**src/rtl/mem_stream_ctrl_if.sv**
```systemverilog
// mem_stream_ctrl_if: command, load/dump stream and RAM master signals of mem_stream_ctrl.
interface mem_stream_ctrl_if #(
   parameter int WIDTH  = 8,
   parameter int ADDR_W = 6
);
   logic              load_start, dump_start;
   logic [ADDR_W-1:0] base;
   logic [ADDR_W:0]   len;
   logic [WIDTH-1:0]  in_data;
   logic              in_valid, in_ready;
   logic [WIDTH-1:0]  out_data;
   logic              out_valid, out_ready;
   logic [WIDTH-1:0]  mem_data, mem_q;
   logic [ADDR_W-1:0] mem_address;
   logic              mem_wr_en;
   logic              busy, done;
   modport master (
      input  load_start, dump_start, base, len, in_data, in_valid, out_ready, mem_q,
      output in_ready, out_data, out_valid, mem_data, mem_address, mem_wr_en, busy, done
   );
   modport slave (
      output load_start, dump_start, base, len, in_data, in_valid, out_ready, mem_q,
      input  in_ready, out_data, out_valid, mem_data, mem_address, mem_wr_en, busy, done
   );
endinterface

```
**src/rtl/mem_stream_ctrl.sv**
```systemverilog
// mem_stream_ctrl: loads a stream into a single-port RAM and dumps a RAM range to a stream.
// Define MEM_STREAM_CTRL_SKID_EN for a 2-entry output buffer sustaining 1 word/cycle on dump.
module mem_stream_ctrl #(
   parameter int WIDTH  = 8,
   parameter int ADDR_W = 6
) (
   input logic               clock,
   input logic               rst,
   mem_stream_ctrl_if.master bus
);
   typedef enum logic [1:0] {IDLE, LOAD, DUMP, DONE} state_t;
   localparam logic [ADDR_W:0] LEN1 = 1;
   state_t            state_q, state_d;
   logic [ADDR_W-1:0] ptr_q, ptr_d, addr_q;
   logic [ADDR_W:0]   rem_q, rem_d, orem_q, orem_d;
   logic [1:0]        cnt_q, cnt_d;
   logic              inflight_q, inflight_d;
   logic [WIDTH-1:0]  b0_q, b0_d;
   logic              start, wr, pop, issue, ovalid;
`ifdef MEM_STREAM_CTRL_SKID_EN
   logic [WIDTH-1:0]  b1_q, b1_d;
   always_ff @(posedge clock or posedge rst) begin
      if (rst) b1_q <= '0;
      else b1_q <= b1_d;
   end
`endif
   always_ff @(posedge clock or posedge rst) begin
      if (rst) begin
         state_q    <= IDLE;
         ptr_q      <= '0;
         addr_q     <= '0;
         rem_q      <= '0;
         orem_q     <= '0;
         cnt_q      <= '0;
         inflight_q <= 1'b0;
         b0_q       <= '0;
      end else begin
         state_q    <= state_d;
         ptr_q      <= ptr_d;
         addr_q     <= bus.mem_address;
         rem_q      <= rem_d;
         orem_q     <= orem_d;
         cnt_q      <= cnt_d;
         inflight_q <= inflight_d;
         b0_q       <= b0_d;
      end
   end
   always_comb begin
      state_d = state_q;
      case (state_q)
         IDLE:    state_d = !start ? IDLE : bus.len == '0 ? DONE : bus.load_start ? LOAD : DUMP;
         LOAD:    state_d = (wr && rem_q == LEN1) ? DONE : LOAD;
         DUMP:    state_d = (pop && orem_q == LEN1) ? DONE : DUMP;
         default: state_d = IDLE;
      endcase
   end
   // The word returning from RAM bypasses the buffer when the buffer is empty.
   always_comb begin
      start  = state_q == IDLE && (bus.load_start || bus.dump_start);
      wr     = state_q == LOAD && bus.in_valid;
      ovalid = state_q == DUMP && (cnt_q != 2'd0 || inflight_q);
      pop    = ovalid && bus.out_ready;
      cnt_d  = cnt_q + {1'b0, inflight_q} - {1'b0, pop};
`ifdef MEM_STREAM_CTRL_SKID_EN
      issue  = state_q == DUMP && rem_q != '0 && cnt_d != 2'd2;
      b0_d   = (pop && cnt_q == 2'd2) ? b1_q : (inflight_q && cnt_d == 2'd1) ? bus.mem_q : b0_q;
      b1_d   = (inflight_q && cnt_d == 2'd2) ? bus.mem_q : b1_q;
`else
      issue  = state_q == DUMP && rem_q != '0 && cnt_q == 2'd0 && !inflight_q;
      b0_d   = (inflight_q && cnt_d == 2'd1) ? bus.mem_q : b0_q;
`endif
      inflight_d      = issue;
      ptr_d           = start ? bus.base : (wr || issue) ? ptr_q + ADDR_W'(1) : ptr_q;
      rem_d           = start ? bus.len : (wr || issue) ? rem_q - LEN1 : rem_q;
      orem_d          = start ? bus.len : pop ? orem_q - LEN1 : orem_q;
      bus.in_ready    = state_q == LOAD;
      bus.mem_wr_en   = wr;
      bus.mem_data    = bus.in_data;
      bus.mem_address = (state_q == LOAD || state_q == DUMP) ? ptr_q : addr_q;
      bus.out_valid   = ovalid;
      bus.out_data    = (cnt_q == 2'd0 && inflight_q) ? bus.mem_q : b0_q;
      bus.busy        = state_q != IDLE;
      bus.done        = state_q == DONE;
   end
endmodule

```
**src/flat_wrapper.sv**
```systemverilog
// flat-port wrapper written by rule: the top's interface ports become plain ports
module mem_stream_ctrl_flat 
#(
   parameter int WIDTH  = 8,
   parameter int ADDR_W = 6
)
  (clock, rst, bus_load_start, bus_dump_start, bus_base, bus_len, bus_in_data, bus_in_valid, bus_out_ready, bus_mem_q, bus_in_ready, bus_out_data, bus_out_valid, bus_mem_data, bus_mem_address, bus_mem_wr_en, bus_busy, bus_done);
  mem_stream_ctrl_if #(.WIDTH(WIDTH), .ADDR_W(ADDR_W)) bus_i ();
  input logic clock;
  input logic rst;
  input wire logic [$bits(bus_i.load_start)-1:0] bus_load_start;
  input wire logic [$bits(bus_i.dump_start)-1:0] bus_dump_start;
  input wire logic [$bits(bus_i.base)-1:0] bus_base;
  input wire logic [$bits(bus_i.len)-1:0] bus_len;
  input wire logic [$bits(bus_i.in_data)-1:0] bus_in_data;
  input wire logic [$bits(bus_i.in_valid)-1:0] bus_in_valid;
  input wire logic [$bits(bus_i.out_ready)-1:0] bus_out_ready;
  input wire logic [$bits(bus_i.mem_q)-1:0] bus_mem_q;
  output wire logic [$bits(bus_i.in_ready)-1:0] bus_in_ready;
  output wire logic [$bits(bus_i.out_data)-1:0] bus_out_data;
  output wire logic [$bits(bus_i.out_valid)-1:0] bus_out_valid;
  output wire logic [$bits(bus_i.mem_data)-1:0] bus_mem_data;
  output wire logic [$bits(bus_i.mem_address)-1:0] bus_mem_address;
  output wire logic [$bits(bus_i.mem_wr_en)-1:0] bus_mem_wr_en;
  output wire logic [$bits(bus_i.busy)-1:0] bus_busy;
  output wire logic [$bits(bus_i.done)-1:0] bus_done;
  assign bus_i.load_start = bus_load_start;
  assign bus_i.dump_start = bus_dump_start;
  assign bus_i.base = bus_base;
  assign bus_i.len = bus_len;
  assign bus_i.in_data = bus_in_data;
  assign bus_i.in_valid = bus_in_valid;
  assign bus_i.out_ready = bus_out_ready;
  assign bus_i.mem_q = bus_mem_q;
  assign bus_in_ready = bus_i.in_ready;
  assign bus_out_data = bus_i.out_data;
  assign bus_out_valid = bus_i.out_valid;
  assign bus_mem_data = bus_i.mem_data;
  assign bus_mem_address = bus_i.mem_address;
  assign bus_mem_wr_en = bus_i.mem_wr_en;
  assign bus_busy = bus_i.busy;
  assign bus_done = bus_i.done;
  mem_stream_ctrl #(.WIDTH(WIDTH), .ADDR_W(ADDR_W)) u_core (.clock(clock), .rst(rst), .bus(bus_i));
endmodule
```
**config.mk**
```make
export PLATFORM = sky130hd
export DESIGN_NAME = mem_stream_ctrl_flat
export DESIGN_NICKNAME = d
export VERILOG_FILES = /design/src/rtl/mem_stream_ctrl_if.sv /design/src/rtl/mem_stream_ctrl.sv /design/src/flat_wrapper.sv
export SDC_FILE = /design/constraint.sdc
export NUM_CORES = 1
export LEC_CHECK = 0
export BUFFER_PORTS_ARGS = -buffer_cell sky130_fd_sc_hd__buf_2
export CORE_ASPECT_RATIO = 1.75
export CORE_MARGIN = 5
export CORE_UTILIZATION = 53
export DETAILED_ROUTE_END_ITERATION = 10
export PLACE_DENSITY = 0.89
export SLEW_MARGIN = 25
export SYNTH_ARGS = -nofsm -noshare
export SYNTH_HDL_FRONTEND = slang
export SYNTH_SLANG_ARGS = --single-unit
```
**constraint.sdc**
```tcl
create_clock -name clock -period 3.7 [get_ports clock]
set_clock_uncertainty 0.2 [all_clocks]
set_input_delay 0.555 -clock clock [delete_from_list [all_inputs] [get_ports clock]]
set_output_delay 0.555 -clock clock [all_outputs]
set_load 0.005 [all_outputs]
```
==> impl_metrics.tcl, run 1 <==
set metrics [dict create \
    status "completed" \
    worst_ir_drop_vdd_uv 453 \
    max_freq_ghz 0.353 \
    post_cts_buffers 0 \
    diodes 0 \
    via_count 1821 \
    synth_cell_types 42 \
    dpl-instance-area_sq_mm 0.00248 \
    synthTopCellsByCount "dfrtp_1, nor2_1, mux2_2" \
    hold_buffers 0 \
    worstPathRequired_ns 3.67 \
    vias_per_cell 5.95 \
    numClockSinks 39 \
    synthCells 220 \
    antenna_found_initial 0 \
    worstPathArrival_ns 2.80 \
    ctsResizeCount 0 \
    fin_ws_ns 0.866 \
    grt_max_degree 33 \
    grtUsageTotal 0.181 \
    synth_top_area_frac 0.418 \
    yosysWarnings 0 \
    nets 300 \
    worstSetupPathType "flop to flop" \
    p_per_area_mw_per_mm2 842 \
    start_util 0.539 \
    wl_per_cell_um 16.1 \
    worst_slew_pin_slew_ns 0.772 \
    utilization 0.602 \
    first_global_vias 1886 \
    synth_area_leaders "dfrtp_1, mux2_2, ha_1, mux2_1, xnor2_1" \
    synth_area_per_cell_sq_um 10.6 \
    root_buffer "clkbuf_8" \
    port_buffers 45 \
    r2r-end "u_core.b0_q[6]" \
    chipWidth_um 60.1 \
    core_area_sq_mm 0.00432 \
    grt-ovfl-total 0 \
    r2r_setup_slack_ns 0.87 \
    insertion_delay_ns 0.28 \
    num_rows 32 \
    drive_gt1_frac 0.302 \
    syn-cell-area_sq_mm 0.00233 \
    drt_first_pass_iters 4 \
    rsz0062_at_grt "false" \
    cts_buffers 5 \
    hold_violations 0 \
    synth-seq-area-share 0.418 \
    path_max_fanout 10 \
    power_leakage_nw 1.11 \
    cts_tree "built" \
    synth_edf_count 0 \
    critical_path.startpoint_type "flop" \
    async_reset_ff_frac 1.00 \
    ant_nets 0 \
    clockBufferDepth 2 \
    timing.final.setup_violations 0 \
    wl_mm 4.93 \
    synth_fp_nets 266 \
    hold_path.class "input port to async pin" \
    drc_errors 0 \
    whs_ns 0.171 \
    htreeDepth 2 \
    ios 62 \
    final_cells 306 \
    maxCapViolations 0 \
    dpl.cell_count 298 \
    place_congestion 0.904 \
    fp.dieH_um 97.8 \
    grt_pass1_wl_mm 8.37 \
    yosysTopAreaCell "dfrtp_1" \
    crit_path_end_kind "flop" \
    fin_tns_setup_ns 0 \
    clk_pin_slew_worst_paths_ns 0.08 \
    areaGrowthSynthToFinish_pct 11.6 \
    period_minus_slack_ns 2.83 \
    drv_slew 0 \
    pre_cts_ws_ns 0.873 \
    yosysMostFrequentCell "dfrtp_1" \
    reg2regPathDepth 7 \
    synth_seq_cells 39 \
    max_slew_margin 0.485 \
    timing.final.crit_share 0.766 \
    drtIter0Drc 53 \
    fin_area_sq_mm 0.00260 \
    dp_hpwl_mm 3.81 \
    power_mw 2.19 \
    timing.rr.start "u_core.cnt_q[0]" \
    die-area_sq_mm 0.00588 \
    synthFlopType "dfrtp_1" \
]
## critical path, cell delays in order (launching register included)
cell	delay (ns)
dfrtp_1	0.49
o311ai_4	0.57
xnor2_1	0.19
ha_1	0.22
xnor2_1	0.14
xnor2_1	0.14
and3_1	0.40
mux2_1	0.36
## registers in the layout, summed over array words and instances (netlist names)
signal	count
u_core.addr_q	6
u_core.b0_q	8
u_core.inflight_q	1
u_core.ptr_q	6
u_core.orem_q	7
u_core.rem_q	7
u_core.cnt_q	2
u_core.state_q	2
## cells by family (layout without fill, tap and decap cells)
group	after synthesis	in the layout	share of synthesized area
simple gates	63	63	0.169
compound gates	42	42	0.119
flops	39	39	0.418
buf+inv	32	67	0.0858
fa+ha+maj	11	11	0.0590
xor+xnor	10	10	0.0376
mux	23	23	0.111
## layout make-up
class	count	area, sq um
clock buffers	6	82.6
well taps	51	63.8
inverters	12	45.0
clock inverters	2	35.0
fillers	360	1720
repair buffers	47	240
multi-input cells	149	1160
flip-flops and latches	39	976
## cell usage in the layout (no fill, tap or decap), types with 2 or more instances in the layout
master / count
or4_1: 9
or3_1: 3
nand3_1: 2
dfrtp_1: 39
o21ai_0: 2
o31ai_1: 9
a21oi_1: 10
nor2_1: 18
nand2_1: 4
mux2_2: 15
xnor2_1: 10
inv_1: 12
o21ai_1: 4
buf_2: 45
nor3_1: 4
a31oi_1: 12
clkbuf_8: 6
buf_4: 2
ha_1: 11
mux2_1: 8
nor4_1: 8
## report_power, final
| group | leakage, nW | switching (mW) | internal (mW) |
|---|---|---|---|
| Combinational | 0.601 | 0.501 | 0.488 |
| Sequential | 0.452 | 0.198 | 0.640 |
| Clock | 0.0612 | 0.144 | 0.218 |
| Total | 1.11 | 0.844 | 1.35 |
## layer usage
| metal | track usage | routed length [um] | vias to the layer above |
|---|---|---|---|
| li1 | - | - | 863 |
| met1 | 0.193 | 1770 | 885 |
| met2 | 0.323 | 2690 | 58 |
| met3 | 0.0265 | 308 | 15 |
| met4 | 0.0956 | 153 | 0 |
| met5 | 0 | 0 | - |
## worst max-delay path by stage
stage | start | slack (ns) | to
after floorplan | u_core.cnt_q[0] | 1.17 | u_core.b0_q[0]
after global placement | u_core.cnt_q[0] | 0.95 | u_core.b0_q[1]
after detailed placement | u_core.cnt_q[0] | 0.87 | u_core.b0_q[2]
after CTS | u_core.cnt_q[0] | 0.85 | u_core.b0_q[1]
after global routing | u_core.state_q[0] | 0.70 | u_core.b0_q[6]
final | u_core.cnt_q[0] | 0.87 | u_core.b0_q[6]
(Power assumes the default switching activity.)
==> inputs of run 2 (changes only) <==
ABC_AREA = 1   (was not set)
CORE_UTILIZATION = 48   (was 53)
PLACE_DENSITY = 0.85   (was 0.89)
clock period = 2.6 ns   (was 3.7 ns; I/O delays follow)
==> impl_metrics.tcl, run 2 <==
set metrics [dict create \
    cts_tree "built" \
    crit_cells 14 \
    grt_max_degree 40 \
    fin_ws_ns 0.335 \
    dp_hpwl_mm 4.23 \
    post_cts_buffers 0 \
    syn-cell-area_sq_mm 0.00243 \
    largest_register "u_core.b0_q" \
    worst_ir_drop_vdd_uv 844 \
    ctsResizeCount 0 \
    final_cells 406 \
    synth_area_per_cell_sq_um 7.80 \
    drv_slew 0 \
    synth_edf_count 0 \
    port_buffers 45 \
    grt_pass1_wl_mm 9.63 \
    path_buf_inv 3 \
    antenna_found_initial 0 \
    fin_area_sq_mm 0.00271 \
    status "finished with violations" \
    first_global_vias 2190 \
    grt-ovfl-total 0 \
    grtUsageTotal 0.176 \
    maxCapViolations 0 \
    synthFlopType "dfrtp_1" \
    worstPathRequired_ns 2.58 \
    period_minus_slack_ns 2.26 \
    numClockSinks 39 \
    areaGrowthSynthToFinish_pct 11.5 \
    root_buffer "clkbuf_8" \
    timing.final.setup_violations 0 \
    power_leakage_nw 1.44 \
    largestRegisters "u_core.b0_q (8), u_core.orem_q (7), u_core.rem_q (7)" \
    die-area_sq_mm 0.00665 \
    synth_top_area_frac 0.401 \
    synthCells 312 \
    timing.final.crit_share 0.871 \
    wl_per_cell_um 13.5 \
    synthTopCellsByCount "nand2_1, dfrtp_1, inv_1" \
    dpl.cell_count 398 \
    yosysMostFrequentCell "nand2_1" \
    hold_violations 2 \
    worst_slew_pin_slew_ns 0.501 \
    htreeDepth 2 \
    layout_common_cells "nand2_1, buf_2, dfrtp_1" \
    synth_fp_nets 358 \
    cts_buffers 5 \
    yosysTopAreaCell "dfrtp_1" \
    path_max_fanout 10 \
    drtIter0Drc 114 \
    power_mw 3.32 \
    slowest_stage "dfrtp_1" \
    worstPathArrival_ns 2.25 \
    pre_cts_ws_ns 0.334 \
    critical_path.startpoint_type "flop" \
    reg2regPathDepth 14 \
    clockBufferDepth 2 \
    chipWidth_um 63.8 \
    clk_pin_slew_worst_paths_ns 0.08 \
    synth_seq_cells 39 \
    wl_mm 5.48 \
    ant_nets 0 \
    fill_cells 454 \
    max_freq_ghz 0.442 \
    synth_area_leaders "dfrtp_1, nand2_1, ha_1, inv_1, nor2_1" \
    fp.dieH_um 104 \
    largest_register_ffs 8 \
    violations "hold timing" \
    max_slew_margin 0.666 \
    start_util 0.493 \
    drc_errors 0 \
    hold_buffers 0 \
    yosysWarnings 0 \
    hold_path.class "input port to async pin" \
    path_delay_family "simple AND/OR/NAND/NOR gates" \
    insertion_delay_ns 0.29 \
    whs_ns -0.00152 \
    p_per_area_mw_per_mm2 1220 \
    crit_path_end_kind "flop" \
    cp_common_cell "nand2_1" \
    dpl-instance-area_sq_mm 0.00263 \
    path_cells "inv_1, ha_1, nand3_2, nand2_1, nand2_1, ha_1, inv_1, nand2_1, nand2_1, inv_1, nand2_2, nand3_4, nand2_1, nand2_1" \
    fin_tns_setup_ns 0 \
    async_reset_ff_frac 1.00 \
    drive_gt1_frac 0.224 \
    worstSetupPathType "flop to flop" \
    synth-seq-area-share 0.401 \
    core_area_sq_mm 0.00493 \
    crit_path_max_incr_delay_ns 0.40 \
    place_congestion 0.877 \
    drt_first_pass_iters 4 \
    synth_cell_types 32 \
    num_rows 34 \
    rsz0062_at_grt "false" \
    ios 62 \
    nets 397 \
    layout_commonest_cell "nand2_1" \
    via_count 2161 \
    vias_per_cell 5.32 \
    diodes 0 \
]
==> run 2: changes by cell type after synthesis, sizes merged, moves of 11 or more <==
cell,before,now
nand4,0,14
nand2,4,102
mux2,23,8
nand3,2,16
o21ai,7,22
inv,12,34
a31oi,12,1
==> run 2: per-layer routing <==
metal,part of all wire,vias to the layer above,track usage
met5,0,-,0
li1,-,1077,-
met2,0.54,68,0.313
met4,0.024,0,0.0877
met1,0.38,1006,0.194
met3,0.060,10,0.0281
==> run 2: report_power, final <==
part | leakage (nW) | switching, mW | internal [mW]
combinational | 0.914 | 1.12 | 0.687
sequential | 0.485 | 0.220 | 0.902
clock | 0.0422 | 0.205 | 0.188
==> run 2: worst register-to-register path, stage by stage, from the launching register on <==
cell     delay, ns
dfrtp_1       0.40
inv_1         0.09
ha_1          0.24
nand3_2       0.16
nand2_1       0.09
nand2_1       0.05
ha_1          0.19
inv_1         0.05
nand2_1       0.04
nand2_1       0.11
inv_1         0.06
nand2_2       0.18
nand3_4       0.14
nand2_1       0.09
nand2_1       0.05
==> run 2: cell families after synthesis <==
group                      share of synthesized area
muxes                                         0.0370
and+or+nand+nor                                0.313
DFF                                            0.401
adders and majority gates                     0.0566
AOI/OAI and AO/OA                             0.0900
xor gates and xnor gates                     0.00720
buffers and inverters                         0.0956
==> run 2: per-stage QoR <==
stage               hold WS [ns]   util
floorplan                  0.236      -
global route              0.0707  0.550
global placement           0.250  0.533
detailed placement         0.257  0.533
finish                  -0.00152  0.550
CTS                       0.0244  0.550
==> run 2: worst paths after layout <==
kind | startpoint | end | slack [ns]
max | u_core.state_q[0] | u_core.b0_q[5] | 0.34
min | rst | u_core.orem_q[1] | -0.002
max reg2reg | u_core.state_q[0] | u_core.b0_q[5] | 0.34
min reg2reg | u_core.b0_q[0] | u_core.b0_q[0] | 0.27
max in group asynchronous | rst | u_core.addr_q[5] | 1.84
min in group clock | bus_len[0] | u_core.orem_q[0] | 0.13
==> run 2: final cells by class <==
class,instances,area (sq um),area share
clock buffer,7,76.3,0.0281
clock inverter,1,5.00,0.00184
inverter,35,131,0.0484
multi-input combinational,224,1220,0.451
sequential,39,976,0.360
tap,54,67.6,0.0249
timing repair buffer,46,233,0.0858
